[src/rtl/wu_pkg.sv]
// Shared wake-up definitions: detector state encoding and the default bit-rate
// and wake-up word constants that the detector and Sync must agree on.
package wu_pkg;

    typedef enum logic [1:0] {
        IDLE    = 2'd0,
        HUNT    = 2'd1,
        ARMED   = 2'd2,
        HANDOFF = 2'd3
    } wu_state_t;

    localparam int unsigned BIT_CYC_DEF     = 100;
    localparam int unsigned PAT_LEN_DEF     = 16;
    localparam logic [15:0] WU_PATTERN_DEF  = 16'hB38F;
    localparam int unsigned ARM_TIMEOUT_DEF = 200000;

endpackage

[src/rtl/edge_sync3.sv]
// Three-flop synchroniser for an asynchronous input, with a rising-edge flag
// taken between the two oldest stages.
module edge_sync3 (
    input  logic clk_i,
    input  logic rst_ni,
    input  logic d_i,
    output logic q_o,
    output logic rise_o
);

    logic [2:0] sync_q;

    always_ff @(posedge clk_i) begin
        if (!rst_ni) begin
            sync_q <= '0;
        end else begin
            sync_q <= {sync_q[1:0], d_i};
        end
    end

    assign q_o    = sync_q[2];
    assign rise_o = (sync_q[2:1] == 2'b01);

endmodule

[src/rtl/wakeup_detector.sv]
// On-off-keyed wake-up word detector: hunts for the word on the comparator
// output, arms Sync on an exact match and releases on handoff or timeout.
module wakeup_detector
    import wu_pkg::*;
#(
    parameter int unsigned         BIT_CYC     = BIT_CYC_DEF,
    parameter int unsigned         PAT_LEN     = PAT_LEN_DEF,
    parameter logic [PAT_LEN-1:0]  WU_PATTERN  = PAT_LEN'(WU_PATTERN_DEF),
    parameter int unsigned         ARM_TIMEOUT = ARM_TIMEOUT_DEF
) (
    input  logic       clki,
    input  logic       rst_n,
    input  logic       comp_out,
    input  logic       data_clk_enb,
    output logic       WU_valid,
    output logic       wu_miss,
    output logic [1:0] wu_state
);

    localparam int unsigned PH_W = $clog2(BIT_CYC);
    localparam int unsigned BC_W = $clog2(PAT_LEN + 1);
    localparam int unsigned TM_W = $clog2(ARM_TIMEOUT);

    localparam logic [PH_W-1:0] PH_LAST = PH_W'(BIT_CYC - 1);
    localparam logic [PH_W-1:0] PH_MID  = PH_W'(BIT_CYC / 2 - 1);
    localparam logic [BC_W-1:0] BC_FULL = BC_W'(PAT_LEN);
    localparam logic [TM_W-1:0] TM_LAST = TM_W'(ARM_TIMEOUT - 1);

    wu_state_t          state_q, state_d;
    logic [PH_W-1:0]    phase_q, phase_d;
    logic [BC_W-1:0]    bit_cnt_q, bit_cnt_d;
    logic [PAT_LEN-1:0] shreg_q, shreg_d;
    logic [TM_W-1:0]    timer_q, timer_d;
    logic               valid_q, valid_d;
    logic               miss_q, miss_d;
    logic               rise, sample;
    logic               word_done;

    edge_sync3 u_sync (
        .clk_i  (clki),
        .rst_ni (rst_n),
        .d_i    (comp_out),
        .q_o    (sample),
        .rise_o (rise)
    );

    assign word_done = (bit_cnt_q == BC_FULL);

    always_ff @(posedge clki) begin
        if (!rst_n) begin
            state_q   <= IDLE;
            phase_q   <= '0;
            bit_cnt_q <= '0;
            shreg_q   <= '0;
            timer_q   <= '0;
            valid_q   <= 1'b0;
            miss_q    <= 1'b0;
        end else begin
            state_q   <= state_d;
            phase_q   <= phase_d;
            bit_cnt_q <= bit_cnt_d;
            shreg_q   <= shreg_d;
            timer_q   <= timer_d;
            valid_q   <= valid_d;
            miss_q    <= miss_d;
        end
    end

    always_comb begin
        state_d = state_q;
        case (state_q)
            IDLE:    if (rise) state_d = HUNT;
            HUNT:    if (word_done) state_d = (shreg_q == WU_PATTERN) ? ARMED : IDLE;
            ARMED: begin
                // Handoff takes priority over a simultaneous timeout.
                if (data_clk_enb)           state_d = HANDOFF;
                else if (timer_q == TM_LAST) state_d = IDLE;
            end
            HANDOFF: if (!data_clk_enb) state_d = IDLE;
            default: state_d = IDLE;
        endcase
    end

    always_comb begin
        phase_d   = phase_q;
        bit_cnt_d = bit_cnt_q;
        shreg_d   = shreg_q;
        timer_d   = timer_q;
        valid_d   = 1'b0;
        miss_d    = 1'b0;
        case (state_q)
            IDLE: begin
                if (rise) begin
                    phase_d   = '0;
                    bit_cnt_d = '0;
                    shreg_d   = '0;
                end
            end
            HUNT: begin
                // A comparator rise marks a bit boundary and re-aligns the bit clock.
                if (rise || phase_q == PH_LAST) phase_d = '0;
                else                            phase_d = phase_q + PH_W'(1);
                if (phase_q == PH_MID && !word_done) begin
                    shreg_d   = {shreg_q[PAT_LEN-2:0], sample};
                    bit_cnt_d = bit_cnt_q + BC_W'(1);
                end
                if (state_d == ARMED) begin
                    valid_d = 1'b1;
                    timer_d = '0;
                end
                miss_d = word_done && (state_d == IDLE);
            end
            ARMED: begin
                timer_d = timer_q + TM_W'(1);
                valid_d = (state_d == ARMED);
            end
            default: ;
        endcase
    end

    assign WU_valid = valid_q;
    assign wu_miss  = miss_q;
    assign wu_state = state_q;

endmodule

[config.mk]
export PLATFORM = sky130hd
export DESIGN_NAME = wakeup_detector
export DESIGN_NICKNAME = d
export VERILOG_FILES = /design/src/rtl/wu_pkg.sv /design/src/rtl/edge_sync3.sv /design/src/rtl/wakeup_detector.sv
export SDC_FILE = /design/constraint.sdc
export NUM_CORES = 1
export LEC_CHECK = 0
export CORE_ASPECT_RATIO = 0.6
export CORE_MARGIN = 8
export CORE_UTILIZATION = 55
export CTS_CLUSTER_DIAMETER = 200
export DETAILED_ROUTE_END_ITERATION = 16
export GPL_ROUTABILITY_DRIVEN = 0
export PLACE_DENSITY_LB_ADDON = 0.25
export SYNTH_ARGS = -nofsm -noshare
export SYNTH_HDL_FRONTEND = slang
export SYNTH_SLANG_ARGS = --single-unit
[constraint.sdc]
create_clock -name clki -period 2.4 [get_ports clki]
set_input_delay 0.48 -clock clki [delete_from_list [all_inputs] [get_ports clki]]
set_output_delay 0.48 -clock clki [all_outputs]
set_load 0.1 [all_outputs]
# == Yosys cells after proc, flatten, opt, wreduce, memory -nomap -nowiden ==
# Index checks and enable logic that the tools add are counted.
# totals
reg_bits,53
out_inout_bits,4
elab_cells,56
# classes
n_addsub,3
eq_ne,13
n_mux,20
n_reduce_logical,12
# op_table
operator,n
case mux 18 bit (2 select lines),1
2-to-1 mux 16 bit,2
case mux 16 bit (2 select lines),1
"adder 18 x 1 -> 18 bit, second input constant",1
"== test 18 bit, second input constant",1
2-to-1 mux 18 bit,1
"== test 16 bit, second input constant",1
2-to-1 mux 7 bit,2
case mux 7 bit (2 select lines),1
2-to-1 mux 2 bit,6
2-to-1 mux 5 bit,2
case mux 5 bit (2 select lines),1
case mux 2 bit (4 select lines),1
"adder 7 x 1 -> 7 bit, second input constant",1
"== test 7 x 6 -> 1 bit, second input constant",1
"== test 7 bit, second input constant",1
"== test 2 bit, second input constant",3
"inequality test 2 bit, second input constant",3
AND reduction 2 bit,3
"adder 5 x 1 -> 5 bit, second input constant",1
"== test 5 bit, second input constant",1
"== test 2 x 1 -> 1 bit, second input constant",2
logical NOT 2 bit,2
nonzero test 2 bit,2
6 further kinds,7

# == Logic depth before layout (Yosys ltp) ==
# depth
ltp_word,7
ltp_mapped,11
mapped_depth_nobuf,9

# == Modules after synthesis ==
# A second synthesis with hierarchy kept.
# hier_totals
hier_cells,331
hier_area_um2,2772.7
# modules_own_cells
module,n_inst,cells_per_inst,area_each_um2,seq_area_each_um2
wakeup_detector,1,324,2680.1,1001.0
edge_sync3,1,7,92.6,60.1

# == Least setup slack after synthesis ==
# Ideal clock, no wire load.
# synth_timing
path_kind,reg-to-reg
startpoint,register state_q[0] (netlist: wu_state[0])
endpoint,register timer_q[10]
setup_time_ps,130
arrival_ps,3137
required_time_ps,2270
slack_ps,-867
stages_incl_launch_ff,12
period_less_slack_ps,3267
cell_sequence,dfxtp_1 -> inv_1 -> ha_1 -> clkbuf_1 -> or4bb_1 -> nor4_1 -> nand4_1 -> nand2_1 -> a211oi_1 -> buf_2 -> nor2_2 -> o22ai_1
# synth_via
elab_chain_cells,6
elab_cells_between_ends,15
# synth_rtl
item,line,rtl
"start, declared",wakeup_detector.sv:29,"wu_state_t state_q, state_d;"
"start signal, assigned",wakeup_detector.sv:59,state_q <= state_d;
2-to-1 mux 2 bit,wakeup_detector.sv:77,else if (timer_q == TM_LAST) state_d = IDLE;
2-to-1 mux 2 bit,wakeup_detector.sv:76,if (data_clk_enb) state_d = HANDOFF;
case mux 2 bit (4 select lines),wakeup_detector.sv:71,case (state_q)
== test 2 bit,wakeup_detector.sv:107,if (state_d == ARMED) begin
inequality test 2 bit (no line),--,
AND reduction 2 bit (no line),--,
"end signal, assigned",wakeup_detector.sv:63,timer_q <= timer_d;
"end, declared",wakeup_detector.sv:33,"logic [TM_W-1:0] timer_q, timer_d;"
# Several ways; a longest one is shown, not always the timed one.
# A chain may end at the register's enable or synchronous reset.

# == Final worst setup path ==
# layout_timing
startpoint,register timer_q[13]
endpoint,register timer_q[10]
# layout_via
elab_chain_cells,7
# layout_rtl
item,line
== test 18 bit,wakeup_detector.sv:77
2-to-1 mux 2 bit,wakeup_detector.sv:77
2-to-1 mux 2 bit,wakeup_detector.sv:76
case mux 2 bit (4 select lines),wakeup_detector.sv:71
== test 2 bit,wakeup_detector.sv:107
inequality test 2 bit (no line),--
AND reduction 2 bit (no line),--
# No other way between the ends.

==> impl_metrics.csv <==
group,metric,value,unit
timing,setup_ws,-0.0557,ns
grt,grt_antenna_before_repair,0,
synthesis,synth_cells,314,
finish,postLayoutCellArea,3310,um^2
placed_design,io_buffers,7,
pwr,vdd.ir_drop.worst,0.276,mV
synthesis,mappedNetlistArea,2650,um^2
setup_path,slowest_stage,"or4b_4",
pwr,combPwrFrac,0.077,
timing,relSlewSlack,0.561,
drt,route.detailed.drc,0,
setup_path,crit_buf_inv,2,
drt,avgViaCountPerCell,6.17,
placed_design,dp.final_hpwl,4550,um
setup_path,worstPathArrival,2.70,ns
setup_path,cpPeakStageDelay,0.53,ns
pwr,switching_share,0.233,
pwr,seqPwrFrac,0.534,
floorplanning,die_w,106,um
synthesis,synth-edff-count,0,
synthesis,synth_area_per_cell,8.43,um^2
grt,grt_max_degree,36,
synthesis,seq_area_frac_synth,0.401,
pwr,pwr_density_cell,500,nW/um^2
timing,layout_min_cycle_time,2.46,ns
setup_path,cp_max_fo,6,
setup_path,criticalPathCategory,"flip-flop to flip-flop",
timing,setup-violations-final,14,
cts,h-tree-depth,2,
placed_design,placed_area,2970,um^2
finish,nFillCells,345,
timing,fin_skew,0.00902,ns
pwr,p_leak,1.21,nW
timing,tightestPinTransition,0.654,ns
cts,cts_sinks,53,
finish,drive_above_1_share,0.244,
synthesis,ys_types,50,
grt,globalRouteOverflowTotal,0,
drt,routed_wl,7050,um
synthesis,yosys.area.top_type_share,0.401,
setup_path,cp-end-kind,"flip-flop",
synthesis,async_flop_share,0,
drt,wire_per_inst,17.0,um
finish,syn2layout_area_growth,25.0,%
pwr,clockPowerShare,0.389,
cts,clk_latency,0.32,ns
cts,clk_path_buf_depth,2,
cts,clk_pin_slew,0.10,ns
cts,numCtsBuffers,5,
hold_path,min_path_type,"flip-flop to flip-flop",
floorplanning,die_y,69.7,um
floorplanning,start_util,0.574,
timing,rsz0062_at_grt,"true",
synthesis,synthTopCellsByArea,"dfxtp_1 40%, nand2_1 6.5%, ha_1 4.3%",
drt,num_vias,2559,
cts,root_buffer,"clkbuf_8",
setup_path,crit_chain,"or4b_4 -> or3_4 -> nor4_4 -> buf_4 -> nor3_4 -> a211oi_4 -> buf_6 -> nor2_4 -> o22ai_1",
outcome,violations,"setup timing",
synthesis,yosys.area.top_type,"dfxtp_1",
timing,min_period_over_period,1.02,
setup_path,cp.required,2.64,ns
floorplanning,core_area,4610,um^2
outcome,status,"complete, but fails checks",
synthesis,synthFlopType,"dfxtp_1",
drt,drt-initial-drc-count,235,
grt,grt_pass1_vias,2211,
grt,grt_pass1_wl,11100,um
floorplanning,die_area,7360,um^2
timing,final_hold_viol_count,0,
finish,nNetsFinal,364,
drt,antenna_left,0,
synthesis,syn_nets,327,
floorplanning,num_rows,19,
timing,drv_slew,0,
flow_run,drv_cap,0,
grt,track_usage,0.183,
drt,drtPass1Iterations,5,
synthesis,ys_seq_elements,53,
timing,fmax,407,MHz
cts,cts_tree,"done",
pwr,switchingPower,0.385,mW
setup_path,cp_top_family,"simple AND/OR/NAND/NOR gates",
finish,diodes,0,
floorplanning,io_pins,8,
pwr,total_power,1.65,mW
synthesis,synth_warnings,0,
setup_path,crit_path_start_kind,"flip-flop",
pwr,power.internal,1.27,mW
[layer usage]
layer,global-route usage,vias to the layer above,wire length (um)
met5,0,-,0
met4,0.0760,0,132
met3,0.0464,18,538
met2,0.247,121,2860
met1,0.265,1210,3520
li1,-,1210,-
[cell usage in the layout, fill, tap and decap left out, types with 7 or more instances in the layout]
master,netlist,layout
a21boi_0,8,8
a21oi_1,11,10
a22o_1,10,10
and2_1,9,9
buf_4,0,39
dfxtp_1,53,49
ha_1,9,8
inv_1,12,10
nand2_1,46,45
nand3_1,19,19
nand4_1,7,7
nor2_1,13,13
o21ai_1,1,10
o31a_1,7,7
[per-stage QoR]
stage	util	cells	hold WS, ns	setup TNS (ns)	setup slack [ns]
3_3_place_gp	0.645	398	0.414	-3.86	-0.306
3_5_place_dp	0.645	398	0.424	-5.10	-0.381
5_1_grt	0.718	415	0.457	-0.850	-0.0885
4_1_cts	0.695	409	0.449	-1.01	-0.0869
6_report	0.718	415	0.436	-0.341	-0.0557
2_1_floorplan	-	314	0.412	-0.228	-0.0531
[final timing paths]
path | cells after the start | slack, ns | startpoint | end
min | 1 | 0.44 | u_sync.sync_q[0]$_SDFF_PN0_ | u_sync.sync_q[1]$_SDFF_PN0_
max | 9 | -0.06 | timer_q[13]$_SDFFE_PN0P_ | timer_q[10]$_SDFFE_PN0P_
min reg2reg | 1 | 0.44 | u_sync.sync_q[0]$_SDFF_PN0_ | u_sync.sync_q[1]$_SDFF_PN0_
max reg2reg | 9 | -0.06 | timer_q[13]$_SDFFE_PN0P_ | timer_q[10]$_SDFFE_PN0P_
[state kept, by name (all words and copies together), names as in the netlist]
name	cells
phase_q	7
WU_valid	1
wu_state	2
u_sync.sync_q	3
timer_q	18
bit_cnt_q	5
wu_miss	1
shreg_q	16
[timing repair]
item	CTS	global route
gates resized for setup	20	20
hold buffers	0	0
setup buffers	3	6
endpoints found under the setup margin	18	30
gates cloned	2	0
pin swaps	11	17
[power by group through the flow]
stage	Sequential [mW]	Combinational (mW)	Clock, mW
finish	0.883	0.128	0.644
global route	0.883	0.136	0.693
CTS	0.884	0.117	0.652
detailed placement	0.904	0.106	0
global placement	0.904	0.104	0
floorplan	0.910	0.0658	0
[synth_stat cells, types with 2 or more instances]
master and count:
nor2_1 13, nor4_1 4, dfxtp_1 53, o31ai_1 6, ha_1 9, buf_6 2, a211oi_1 4, and3b_1 2
a21boi_0 8, and4_1 2, o22ai_1 10, nand2_1 46, and3_1 4, or4bb_1 2, a31oi_1 2, xor2_1 5
a21oi_1 11, nand3_1 19, o21ai_0 16, nor3_1 3, o31a_1 7, nand3b_1 2, a41oi_1 2, nand4_1 7
clkbuf_1 14, and2_1 9, nand2b_1 4, inv_1 12, or3_1 3, nor2b_1 4, a22o_1 10
[cell type report]
class | instances | area [um^2] | share of cell area
clock buffers | 6 | 82.6 | 0.0250
well taps | 63 | 78.8 | 0.0238
inverters | 12 | 45.0 | 0.0136
multi-input cells | 233 | 1630 | 0.492
clock inverters | 2 | 36.3 | 0.0110
flip-flops and latches | 53 | 1070 | 0.324
repair buffers | 46 | 368 | 0.111
[cell families (layout without fill, tap and decap cells)]
logic type / count (synthesis) / count (layout) / synth area share
compound gates: 84 / 84 / 0.221
xor+xnor: 5 / 5 / 0.0165
fa+ha+maj: 9 / 9 / 0.0425
buf+inv: 29 / 66 / 0.0473
flops: 53 / 53 / 0.401
simple gates: 134 / 135 / 0.272
[worst reg2reg max path: stages (launching register included)]
cell      delay, ns
dfxtp_2        0.33
or4b_4         0.53
or3_4          0.35
nor4_4         0.15
buf_4          0.17
nor3_4         0.05
a211oi_4       0.32
buf_6          0.20
nor2_4         0.07
o22ai_1        0.20
Power figures use the tool's default switching activity.
